==> config.mk <==
export PLATFORM = sky130hd
export DESIGN_NAME = sync_fifo
export DESIGN_NICKNAME = d
export VERILOG_FILES = /design/src/rtl/fifo_pkg.sv /design/src/rtl/fifo_mem.sv /design/src/rtl/sync_fifo.sv
export SDC_FILE = /design/constraint.sdc
export NUM_CORES = 2
export LEC_CHECK = 0
export ABC_AREA = 1
export CAP_MARGIN = 5
export CELL_PAD_IN_SITES_DETAIL_PLACEMENT = 1
export CELL_PAD_IN_SITES_GLOBAL_PLACEMENT = 2
export CORE_UTILIZATION = 39
export CTS_CLUSTER_SIZE = 25
export DETAILED_ROUTE_END_ITERATION = 10
export GPL_TIMING_DRIVEN = 0
export PLACE_DENSITY = 0.86
export SLEW_MARGIN = 30
export SYNTH_ARGS = -nofsm -noshare
export SYNTH_HDL_FRONTEND = slang
export SYNTH_SLANG_ARGS = --single-unit
==> constraint.sdc <==
create_clock -name clk -period 6.7 [get_ports clk]
set_clock_uncertainty 0.1 [all_clocks]
set_input_delay 1.005 -clock clk [delete_from_list [all_inputs] [get_ports clk]]
set_output_delay 1.005 -clock clk [all_outputs]
set_load 0.01 [all_outputs]
==> src/rtl/fifo_pkg.sv <==
// Shared defaults and helpers for the synchronous FIFO slice.
package fifo_pkg;

    localparam int unsigned FIFO_DATA_W = 128;
    localparam int unsigned FIFO_DEPTH  = 16;

    typedef logic [FIFO_DATA_W-1:0] fifo_data_t;

    // Occupancy counter width: must represent 0..depth inclusive.
    function automatic int unsigned fifo_cnt_w(input int unsigned depth);
        return $clog2(depth) + 1;
    endfunction

endpackage : fifo_pkg

==> src/rtl/fifo_mem.sv <==
// Simple dual-port register array with a registered, reset-to-zero read port.
module fifo_mem
    import fifo_pkg::*;
#(
    parameter int unsigned DATA_W = FIFO_DATA_W,
    parameter int unsigned DEPTH  = FIFO_DEPTH,
    parameter int unsigned AW     = $clog2(DEPTH)
) (
    input  logic              clk,
    input  logic              reset,
    input  logic              we,
    input  logic [AW-1:0]     waddr,
    input  logic [DATA_W-1:0] wdata,
    input  logic              re,
    input  logic [AW-1:0]     raddr,
    output logic [DATA_W-1:0] rdata
);

    logic [DATA_W-1:0] mem [DEPTH];

    // Storage write; contents are not cleared by reset.
    always_ff @(posedge clk) begin
        if (we) begin
            mem[waddr] <= wdata;
        end
    end

    // Registered read data, held when no read is issued.
    always_ff @(posedge clk or negedge reset) begin
        if (!reset) begin
            rdata <= '0;
        end else if (re) begin
            rdata <= mem[raddr];
        end
    end

endmodule : fifo_mem

==> src/rtl/sync_fifo.sv <==
// Single-clock FIFO: pointers, occupancy, acceptance, status flags and error pulses.
module sync_fifo
    import fifo_pkg::*;
#(
    parameter int unsigned DATA_W    = FIFO_DATA_W,
    parameter int unsigned DEPTH     = FIFO_DEPTH,
    parameter int unsigned AF_MARGIN = 2,
    parameter int unsigned AE_MARGIN = 2
) (
    input  logic                          clk,
    input  logic                          reset,
    input  logic                          i_wren,
    input  logic [DATA_W-1:0]             i_wrdata,
    input  logic                          i_rden,
    output logic [DATA_W-1:0]             o_rddata,
    output logic                          o_full,
    output logic                          o_alm_full,
    output logic                          o_empty,
    output logic                          o_alm_empty,
    output logic [fifo_cnt_w(DEPTH)-1:0]  o_count,
    output logic                          o_overflow,
    output logic                          o_underflow
);

    localparam int unsigned AW = $clog2(DEPTH);
    localparam int unsigned CW = fifo_cnt_w(DEPTH);

    localparam logic [CW-1:0] CNT_FULL = CW'(DEPTH);
    localparam logic [CW-1:0] AF_LVL   = CW'(DEPTH - AF_MARGIN);
    localparam logic [CW-1:0] AE_LVL   = CW'(AE_MARGIN);

    logic [AW-1:0] wr_ptr;
    logic [AW-1:0] rd_ptr;
    logic [CW-1:0] count;
    logic          rd_acc;
    logic          wr_acc;

    // Acceptance from registered state; a read frees the slot a full-FIFO write needs.
    always_comb begin
        rd_acc = i_rden && !o_empty;
        wr_acc = i_wren && (!o_full || rd_acc);
    end

    // Status flags are pure compares on the registered count.
    always_comb begin
        o_full      = (count == CNT_FULL);
        o_alm_full  = (count >= AF_LVL);
        o_empty     = (count == '0);
        o_alm_empty = (count <= AE_LVL);
        o_count     = count;
    end

    // Pointer, occupancy and error-pulse registers.
    always_ff @(posedge clk or negedge reset) begin
        if (!reset) begin
            wr_ptr      <= '0;
            rd_ptr      <= '0;
            count       <= '0;
            o_overflow  <= 1'b0;
            o_underflow <= 1'b0;
        end else begin
            if (wr_acc) begin
                wr_ptr <= wr_ptr + AW'(1);
            end
            if (rd_acc) begin
                rd_ptr <= rd_ptr + AW'(1);
            end
            case ({wr_acc, rd_acc})
                2'b10:   count <= count + CW'(1);
                2'b01:   count <= count - CW'(1);
                default: count <= count;
            endcase
            o_overflow  <= i_wren && !wr_acc;
            o_underflow <= i_rden && !rd_acc;
        end
    end

    fifo_mem #(
        .DATA_W (DATA_W),
        .DEPTH  (DEPTH),
        .AW     (AW)
    ) u_mem (
        .clk    (clk),
        .reset  (reset),
        .we     (wr_acc),
        .waddr  (wr_ptr),
        .wdata  (i_wrdata),
        .re     (rd_acc),
        .raddr  (rd_ptr),
        .rdata  (o_rddata)
    );

endmodule : sync_fifo
==> run_results.csv <==
group,metric,value,unit
final_layout,filler_cell_count,22700,
yosys,synth_edf_count,2048,
run,drv_cap,0,
power,p_leak,38.5,nW
setup_path,worstSetupEndpointType,"flop",
yosys,synthesized_area_per_cell,12.2,µm²
yosys,yosysTopAreaCellShare,71.2,%
yosys,yosysSeqAreaShare,75.3,%
floorplan,fp.dieW,473,µm
floorplan,fp.coreArea,220000,µm²
routing,antenna_violating_nets_post_route,0,
final_layout,fin_nets,7898,
cts,cts_resized,0,
setup_path,critical_path.max_fanout,17,
yosys,synth.area.top_cells,"sky130_fd_sc_hd__edfxtp_1, sky130_fd_sc_hd__nand2_1, sky130_fd_sc_hd__nand3_1",
sta,maxSlewViolCount,0,
routing,via_count,62200,
sta,hold_violations,0,
cts,tritoncts_clock_tree,"done",
global_routing,globalRouteOverflowTotal,0,
yosys,syn_nets,7236,
routing,vias_per_cell,5.69,
power,power,48.4,mW
yosys,async_sr_flop_fraction,6.53,%
routing,drc_viols,0,
global_routing,track_usage,27.8,%
cts,clk_latency,0.91,ns
final_layout,finalCoreUtilization,47.7,%
outcome,result_of_the_run,"completed",
yosys,synth_largest_area_cell,"sky130_fd_sc_hd__edfxtp_1",
setup_path,cp-start-kind,"flop",
cts,clock_sink_count,2191,
sta,rsz0062_at_grt,"no",
sta,setup_viol_count_final,0,
placed_design,dpl.hpwl,214,mm
global_routing,maximum_number_of_pins_on_one_net_before_global_route_repair,64,
placed_design,buffers_added_on_ports,270,
floorplan,ios,271,
cts,ctsHtreeMaxLevel,4,
yosys,synth_top_cells_by_count,"sky130_fd_sc_hd__nand2_1, sky130_fd_sc_hd__edfxtp_1, sky130_fd_sc_hd__nand3_1, sky130_fd_sc_hd__buf_2, sky130_fd_sc_hd__dfrtp_1",
cts,post_cts_buffers,0,
placed_design,post-place-cells,10500,
sta,fin_worst_hold_slack,0.376,ns
cts,cts-root-buf,"sky130_fd_sc_hd__clkbuf_16",
sta,worstMarginPinSlew,1.14,ns
yosys,synth.yosys.warnings,0,
global_routing,number_of_antenna_violations_at_the_first_check_in_global_routing,53,
routing,detail_route.wl_per_cell,28.8,µm
yosys,post_synth_instance_area,86400,µm²
sta,fin_ws,3.11,ns
sta,post-route-min-period,3.59,ns
yosys,netlist_instances,7095,
sta,final_min_period_over_clock_period,53.6,%
global_routing,vias_in_the_first_global_route,64400,
cts,cts.path.max_buffers,3,
yosys,synth-main-ff-cell,"sky130_fd_sc_hd__edfxtp_1",
placed_design,place.gp.congestion,0.808,
setup_path,critPathRequiredTime,7.17,ns
routing,number_of_design_rule_violations_left_by_the_first_detailed_router_iteration,7084,
yosys,yosys.cell_count.top_type,"sky130_fd_sc_hd__nand2_1",
setup_path,worst_ep_arrival_time,4.06,ns
yosys,synth_seq_cells,2191,
placed_design,placement.setup.worst_slack,2.31,ns
final_layout,layout-area-overhead-vs-synth,21.5,%
cts,cts_hold_buffers,1,
cts,clk_transition_reported_paths,0.06,ns
global_routing,grt_pass1_wl,447,mm
floorplan,die-height,473,µm
sta,fmax,0.278,GHz
floorplan,die_outline_area,223000,µm²
final_layout,final_cell_count_no_fill,10900,
yosys,synth_cell_type_count,24,
routing,routed_wl,315,mm
hold_path,worst_hold_path_type,"reg2reg",
power,power_per_cell_area,461,nW/µm²
cts,numCtsBuffers,222,
power,ir_drop,437,µV
floorplan,initial_core_util,39.3,%
setup_path,path_class,"reg2reg",
routing,drt-pass1-iter-count,6,
floorplan,rows,172,
final_layout,layout-drive-gt1-share,10.8,%
sta,slew_headroom,24.1,%
[state kept, by name, indices dropped and copies added (netlist names)]
name / cells
o_count: 5
o_overflow: 1
o_underflow: 1
rd_ptr: 4
u_mem.mem: 2048
u_mem.rdata: 128
wr_ptr: 4
[cells by family (layout without fill, tap and decap cells)]
family / after synthesis / after routing / share of synthesized area [%]
and+or+nand+nor: 4391 / 4391 / 21.7
DFF: 2191 / 2191 / 75.3
buffers and inverters: 473 / 1331 / 2.64
AOI/OAI and AO/OA: 23 / 23 / 0.152
adders and majority gates: 9 / 9 / 0.139
xor gates and xnor gates: 8 / 8 / 0.0811
other: 0 / 19 / 0
[layout make-up]
| cell class | instances | area (µm²) | area share, % |
|---|---|---|---|
| well taps | 2958 | 3700 | 3.53 |
| repair buffers | 438 | 7180 | 6.84 |
| diodes | 19 | 47.5 | 0.0453 |
| flip-flops and latches | 2191 | 65100 | 62.0 |
| clock inverters | 128 | 1420 | 1.35 |
| inverters | 23 | 88.8 | 0.0846 |
| clock buffers | 292 | 6090 | 5.80 |
| multi-input cells | 4431 | 19200 | 18.3 |
| plain buffers | 450 | 2220 | 2.12 |
[layout by cell type, fill, tap and decap left out, drive strengths merged, types with 8 or more instances in the layout]
master,Yosys,layout
a21oi,10,10
dfrtp,143,143
clkbuf,85,378
nand2,2581,2581
clkinv,0,87
nor2,23,23
inv,23,32
nand3,1787,1787
bufinv,0,24
edfxtp,2048,2048
ha,8,8
diode,0,19
clkinvlp,0,8
xor2,8,8
buf,365,532
clkdlybuf4s50,0,269
[routing by layer]
| layer | vias up | GRT usage, % | wire (µm) |
|---|---|---|---|
| li1 | 26400 | - | - |
| met1 | 31600 | 35.2 | 120000 |
| met2 | 3338 | 45.4 | 150000 |
| met3 | 753 | 5.50 | 29000 |
| met4 | 34 | 14.0 | 16100 |
| met5 | - | 0 | 231 |
[worst max-delay path, cell delays in order (launching register included)]
cell,delay (ns)
sky130_fd_sc_hd__dfrtp_1,0.48
sky130_fd_sc_hd__nor2_1,0.10
sky130_fd_sc_hd__nand3_1,0.10
sky130_fd_sc_hd__inv_1,0.06
sky130_fd_sc_hd__nand2_1,0.07
sky130_fd_sc_hd__nand2_1,0.10
sky130_fd_sc_hd__inv_1,0.21
sky130_fd_sc_hd__nand2_1,0.29
sky130_fd_sc_hd__nor2_4,0.55
sky130_fd_sc_hd__buf_16,0.24
sky130_fd_sc_hd__buf_16,0.17
sky130_fd_sc_hd__buf_16,0.17
sky130_fd_sc_hd__buf_8,0.18
sky130_fd_sc_hd__buf_16,0.18
sky130_fd_sc_hd__buf_16,0.18
[path summary, 6_finish.rpt]
check	startpoint	cells after the start	slack, ns	endpoint
max	o_count[0]	14	3.11	u_mem.mem[1][116]
min	u_mem.rdata[78]	2	0.38	u_mem.rdata[78]
max reg2reg	o_count[0]	14	3.11	u_mem.mem[1][116]
min reg2reg	u_mem.rdata[78]	2	0.38	u_mem.rdata[78]
max in group asynchronous	reset	3	5.22	u_mem.rdata[94]
min in group asynchronous	reset	2	0.46	u_mem.rdata[42]
[metrics by stage]
step	TNS [ns]	cell area, µm²
final	0	105000
after global routing	0	105000
after CTS	0	105000
after detailed placement	0	97400
after global placement	-	92800
after floorplan	-1038.09	86400
[where the power goes]
part / total (mW) / switching [mW] / internal [mW] / leakage (nW)
clock: 12.8 / 5.49 / 7.34 / 3.66
combinational: 18.3 / 13.1 / 5.16 / 14.6
sequential: 17.2 / 0.635 / 16.6 / 20.2
No activity file was read; power rests on OpenSTA's default activity.
